File: src/rtl/fetch_prefetch.sv
// Instruction prefetcher: in-order fetch requests, IQ_DEPTH-entry queue, redirect with stale-return discard.
// Enqueue-to-opcode latency is 1 cycle; issue stops on Mem_stall or when queue+outstanding would overflow, dequeue stops on system_stall.
module fetch_prefetch #(
  parameter int ADDR_WIDTH = 32,
  parameter int INST_WIDTH = 32,
  parameter int IQ_DEPTH = 4,
  parameter int MAX_OUTSTANDING = 2,
  parameter logic [ADDR_WIDTH-1:0] RESET_PC = '0,
  parameter logic [ADDR_WIDTH-1:0] PC_LIMIT = ADDR_WIDTH'(4096)
) (
  input  logic                  clk,
  input  logic                  reset,
  output logic                  req_valid,
  output logic [ADDR_WIDTH-1:0] Addr,
  input  logic                  grant,
  input  logic                  data_valid,
  input  logic [INST_WIDTH-1:0] Data,
  input  logic                  Mem_stall,
  input  logic                  system_stall,
  input  logic                  branch_taken,
  input  logic [ADDR_WIDTH-1:0] next_pc,
  output logic                  system_flush,
  output logic [INST_WIDTH-1:0] opcode,
  output logic [ADDR_WIDTH-1:0] pc_out,
  output logic                  uop_valid_out
);

  localparam int CW = $clog2(IQ_DEPTH + 1);
  localparam int PW = $clog2(IQ_DEPTH);
  localparam logic [CW-1:0] MAX_V = CW'(MAX_OUTSTANDING);
  localparam logic [CW:0] DEPTH_V = (CW+1)'(IQ_DEPTH);

  function automatic logic [ADDR_WIDTH-1:0] pc_inc(input logic [ADDR_WIDTH-1:0] pc);
    logic [ADDR_WIDTH-1:0] nxt;
    nxt = pc + ADDR_WIDTH'(4);
    return (nxt == PC_LIMIT) ? '0 : nxt;
  endfunction

  logic [ADDR_WIDTH-1:0] fetch_pc, resp_pc;
  logic [CW-1:0]         outstanding, discard, count;
  logic [PW-1:0]         head, tail;
  logic [ADDR_WIDTH-1:0] q_pc   [IQ_DEPTH];
  logic [INST_WIDTH-1:0] q_inst [IQ_DEPTH];
  logic                  req_hold, issue_blk;

  logic          ret, stale, enq, deq, xfer, can_issue;
  logic [CW-1:0] out_after_ret, outstanding_n;
  logic [CW:0]   occupancy;

  always_comb begin
    ret           = data_valid && (outstanding != '0);
    stale         = ret && (discard != '0);
    enq           = ret && !stale && !branch_taken;
    deq           = (count != '0) && !system_stall && !branch_taken;
    out_after_ret = outstanding - CW'(ret);
    occupancy     = {1'b0, count} + {1'b0, outstanding};
    // A return in this cycle frees its slot immediately so streaming can sustain one fetch per cycle.
    can_issue     = !Mem_stall && (out_after_ret < MAX_V) && (occupancy < DEPTH_V);
    req_valid     = req_hold || (can_issue && !issue_blk);
    xfer          = req_valid && grant;
    outstanding_n = out_after_ret + CW'(xfer);
  end

  assign Addr         = fetch_pc;
  assign system_flush = branch_taken;

  always_ff @(posedge clk) begin
    if (reset) begin
      fetch_pc      <= RESET_PC;
      resp_pc       <= RESET_PC;
      outstanding   <= '0;
      discard       <= '0;
      count         <= '0;
      head          <= '0;
      tail          <= '0;
      req_hold      <= 1'b0;
      issue_blk     <= 1'b1;
      uop_valid_out <= 1'b0;
      opcode        <= '0;
      pc_out        <= '0;
    end else begin
      outstanding <= outstanding_n;
      req_hold    <= req_valid && !grant && !branch_taken;
      issue_blk   <= branch_taken;
      if (branch_taken) begin
        // Everything still in flight, including a grant in this cycle, belongs to the old path.
        fetch_pc      <= next_pc;
        resp_pc       <= next_pc;
        discard       <= outstanding_n;
        count         <= '0;
        head          <= '0;
        tail          <= '0;
        uop_valid_out <= 1'b0;
      end else begin
        if (xfer) fetch_pc <= pc_inc(fetch_pc);
        if (enq)  resp_pc  <= pc_inc(resp_pc);
        discard <= discard - CW'(stale);
        count   <= count + CW'(enq) - CW'(deq);
        if (enq) tail <= tail + PW'(1);
        if (deq) head <= head + PW'(1);
        if (!system_stall) begin
          uop_valid_out <= deq;
          if (deq) begin
            opcode <= q_inst[head];
            pc_out <= q_pc[head];
          end
        end
      end
    end
  end

  always_ff @(posedge clk) begin
    if (!reset && enq) begin
      q_pc[tail]   <= resp_pc;
      q_inst[tail] <= Data;
    end
  end

endmodule
File: config.mk
export PLATFORM = sky130hd
export DESIGN_NAME = fetch_prefetch
export DESIGN_NICKNAME = d
export VERILOG_FILES = /design/src/rtl/fetch_prefetch.sv
export SDC_FILE = /design/constraint.sdc
export NUM_CORES = 1
export LEC_CHECK = 0
export CORE_MARGIN = 10
export CORE_UTILIZATION = 59
export CTS_BUF_LIST = sky130_fd_sc_hd__clkbuf_8
export DETAILED_ROUTE_END_ITERATION = 10
export GPL_TIMING_DRIVEN = 0
export PLACE_DENSITY_LB_ADDON = 0.2
export SYNTH_ARGS = -nofsm -noshare
export SYNTH_HDL_FRONTEND = slang
export SYNTH_SLANG_ARGS = --single-unit
File: constraint.sdc
create_clock -name clk -period 4.4 [get_ports clk]
set_input_delay 0.66 -clock clk [delete_from_list [all_inputs] [get_ports clk]]
set_output_delay 0.66 -clock clk [all_outputs]
set_load 0.1 [all_outputs]
==> out/metrics.cfg <==
[global_routing]
globalRouteTotalUtil_pct=24.2
overflow=0
grt_max_degree=59
grt_pass1_vias=12000
antenna_found_initial=0
grt_pass1_wl_um=68800

[yosys]
async_reset_ff_share_pct=0
synth.distinct_cells=76
synth_ff_type=edfxtp_1
synthesis.nets=1424
synth_cells=1336
avgSynthCellArea_um2=12.7
synth_seq_cells=400
ys_seq_area_share_pct=62.2
synth_warnings=0
synth_edf_count=256
syn-cell-area_um2=17000

[die]
fp.dieH_um=190
rows=62
core-area_um2=28500
ioPinCount=170
start_util_pct=59.5
die-area_um2=36000
die_w_um=190

[place]
gp_congestion=0.929
port_buffers=169
dpl_cell_area_um2=19300
place_inst=1893
place_hpwl_um=30400

[timing]
finalWorstPathRequiredPeriod_ps=4060
finClkSkew_ps=27.9
finalCritPeriodShare_pct=92.3
worst_pin_slew_ps=1070
max_freq_ghz=0.246
hold_slack_ps=453
slew-limit-headroom_pct=28.6
rsz0062_at_grt=no
hold_viol_final=0
tns_ps=0
setup_viol=0
report.final.slew_viol_count=0

[clock_network]
numCtsBuffers=61
postCtsHoldBufs=0
clkLatencyLatePin_ps=630
ctsResizeCount=0
clk_path_buf_depth=3
post_cts_buffers=0
cts_root_buf=clkbuf_8
cts_max_level=2
cts_tree=yes
cts_num_sinks=400
cts.clk_slew.worst_paths_ps=60

[drt]
via_per_inst=6.04
dr.pass1.iters=5
wire_per_inst_um=21.9
drt_wl_total_um=44100
antenna_left=0
vias=12100
drc=0
drtIter0Drc=1028

[critical_path]
crit_required_ps=3740
worstPathMaxFanout=4
critPathBufInv=1
cp_cell_sequence=o31a_1, ha_1, ha_1, nor4b_1, a41o_1, clkdlybuf4s50_1
worst-setup-path-type=register to primary output
critical_path.top_delay_family=buffers and inverters
critPathArrivalTime_ps=3400
cpMostUsedCell=ha_1
r2r_start=outstanding[0]
cp_slowest_cell=clkdlybuf4s50_1
critical_path.max_stage_delay_ps=1140
endpoint_kind=primary output
crit_start=outstanding[0]
crit_path_start_kind=register

[final_layout]
layout_commonest_cell=edfxtp_1
final_core_util_pct=72.2
area_growth_pct=21.4
mostFrequentLayoutCells=edfxtp_1 (256), nand2_1 (171), clkdlybuf4s50_1 (169)
fin_cells=2010
drive_gt1_share_pct=12.4
stdcell_area_um2=20600
nets=1660

[power_and_ir_drop]
power.density_nw_per_um2=414
max-vdd-ir-drop_uv=342
leakage_nw=6.79

[job]
drv_cap=0

[worst_hold_path]
hold_class=register to register
min_from=opcode[21]

[run_status]
status=finished, final reports clean

-- registers in the layout, summed over array words and instances, names as in the netlist --
register / cells
q_inst: 128
q_pc: 128
Addr: 32
opcode: 32
pc_out: 32
resp_pc: 32
count: 3
discard: 3
outstanding: 3
head: 2
tail: 2
issue_blk: 1
req_hold: 1
uop_valid_out: 1
-- power breakdown --
group	internal, mW	switching, mW
combinational	0.338	0.679
clock	1.82	1.44
sequential	4.13	0.125
-- tightest hold or removal path, stage by stage (launching register included) --
cell	delay (ps)
dfxtp_1	310
nand2_1	50
a21oi_1	50
-- cells by family (layout without fill, tap and decap cells) --
| kind of cell | count (synthesis) | in the layout | synth area share, % |
|---|---|---|---|
| AO/OA/AOI/OAI | 236 | 236 | 8.76 |
| buffers and inverters | 124 | 413 | 2.99 |
| flip-flops | 400 | 400 | 62.2 |
| multiplexers | 75 | 75 | 9.15 |
| adder cells (fa/ha/maj) | 17 | 17 | 1.30 |
| other | 0 | 1 | 0 |
| XOR/XNOR | 46 | 46 | 2.37 |
| AND/OR/NAND/NOR | 438 | 438 | 13.2 |
-- cell usage after synthesis, types with 11 or more instances --
master / count / area, um^2
edfxtp_1: 256 / 7690
nand2_1: 171 / 642
dfxtp_1: 144 / 2880
a21oi_1: 120 / 601
mux4_2: 64 / 1440
clkbuf_1: 58 / 218
nor2_1: 58 / 218
nand3_1: 38 / 190
nor3_1: 35 / 175
xnor2_1: 31 / 272
inv_1: 29 / 109
nand4_1: 22 / 138
a211oi_1: 21 / 158
buf_1: 18 / 67.6
ha_1: 16 / 200
and3_1: 15 / 93.8
nor4_1: 15 / 93.8
xor2_1: 15 / 131
and4_1: 13 / 114
o21ai_0: 12 / 60.1
a31oi_1: 11 / 68.8
-- path summary, 6_finish.rpt --
check	depth (start not counted)	slack, ps	endpoint
worst min-delay path	2	450	opcode[21]
worst max-delay path	6	340	req_valid
worst min register to register	2	450	opcode[21]
worst max register to register	12	740	discard[2]
-- metal layers --
layer,wire (um),part of all wire [%],vias up,GRT usage (%)
met5,0,0,-,0
met4,1070,2.4,0,7.14
met3,3860,8.8,89,5.13
met2,21100,48,629,39.8
met1,18100,41,5871,31.9
li1,-,-,5542,-
-- stage by stage --
step | setup WS, ps | power, mW
final | 340 | 8.53
after global routing | 159 | 8.84
after CTS | 288 | 8.57
after detailed placement | 284 | 5.33
after global placement | -1200 | 5.30
after floorplan | 691 | 4.97
-- final cells by class --
| type | count | area, um^2 |
|---|---|---|
| Sequential cell | 400 | 10600 |
| Fill cell | 2014 | 7920 |
| Multi-Input combinational cell | 812 | 5930 |
| Timing Repair Buffer | 173 | 1800 |
| Clock buffer | 70 | 963 |
| Tap cell | 384 | 480 |
| Buffer | 94 | 395 |
| Clock inverter | 46 | 363 |
| Inverter | 30 | 113 |
| Antenna cell | 1 | 2.50 |
(Power assumes the default switching activity.)
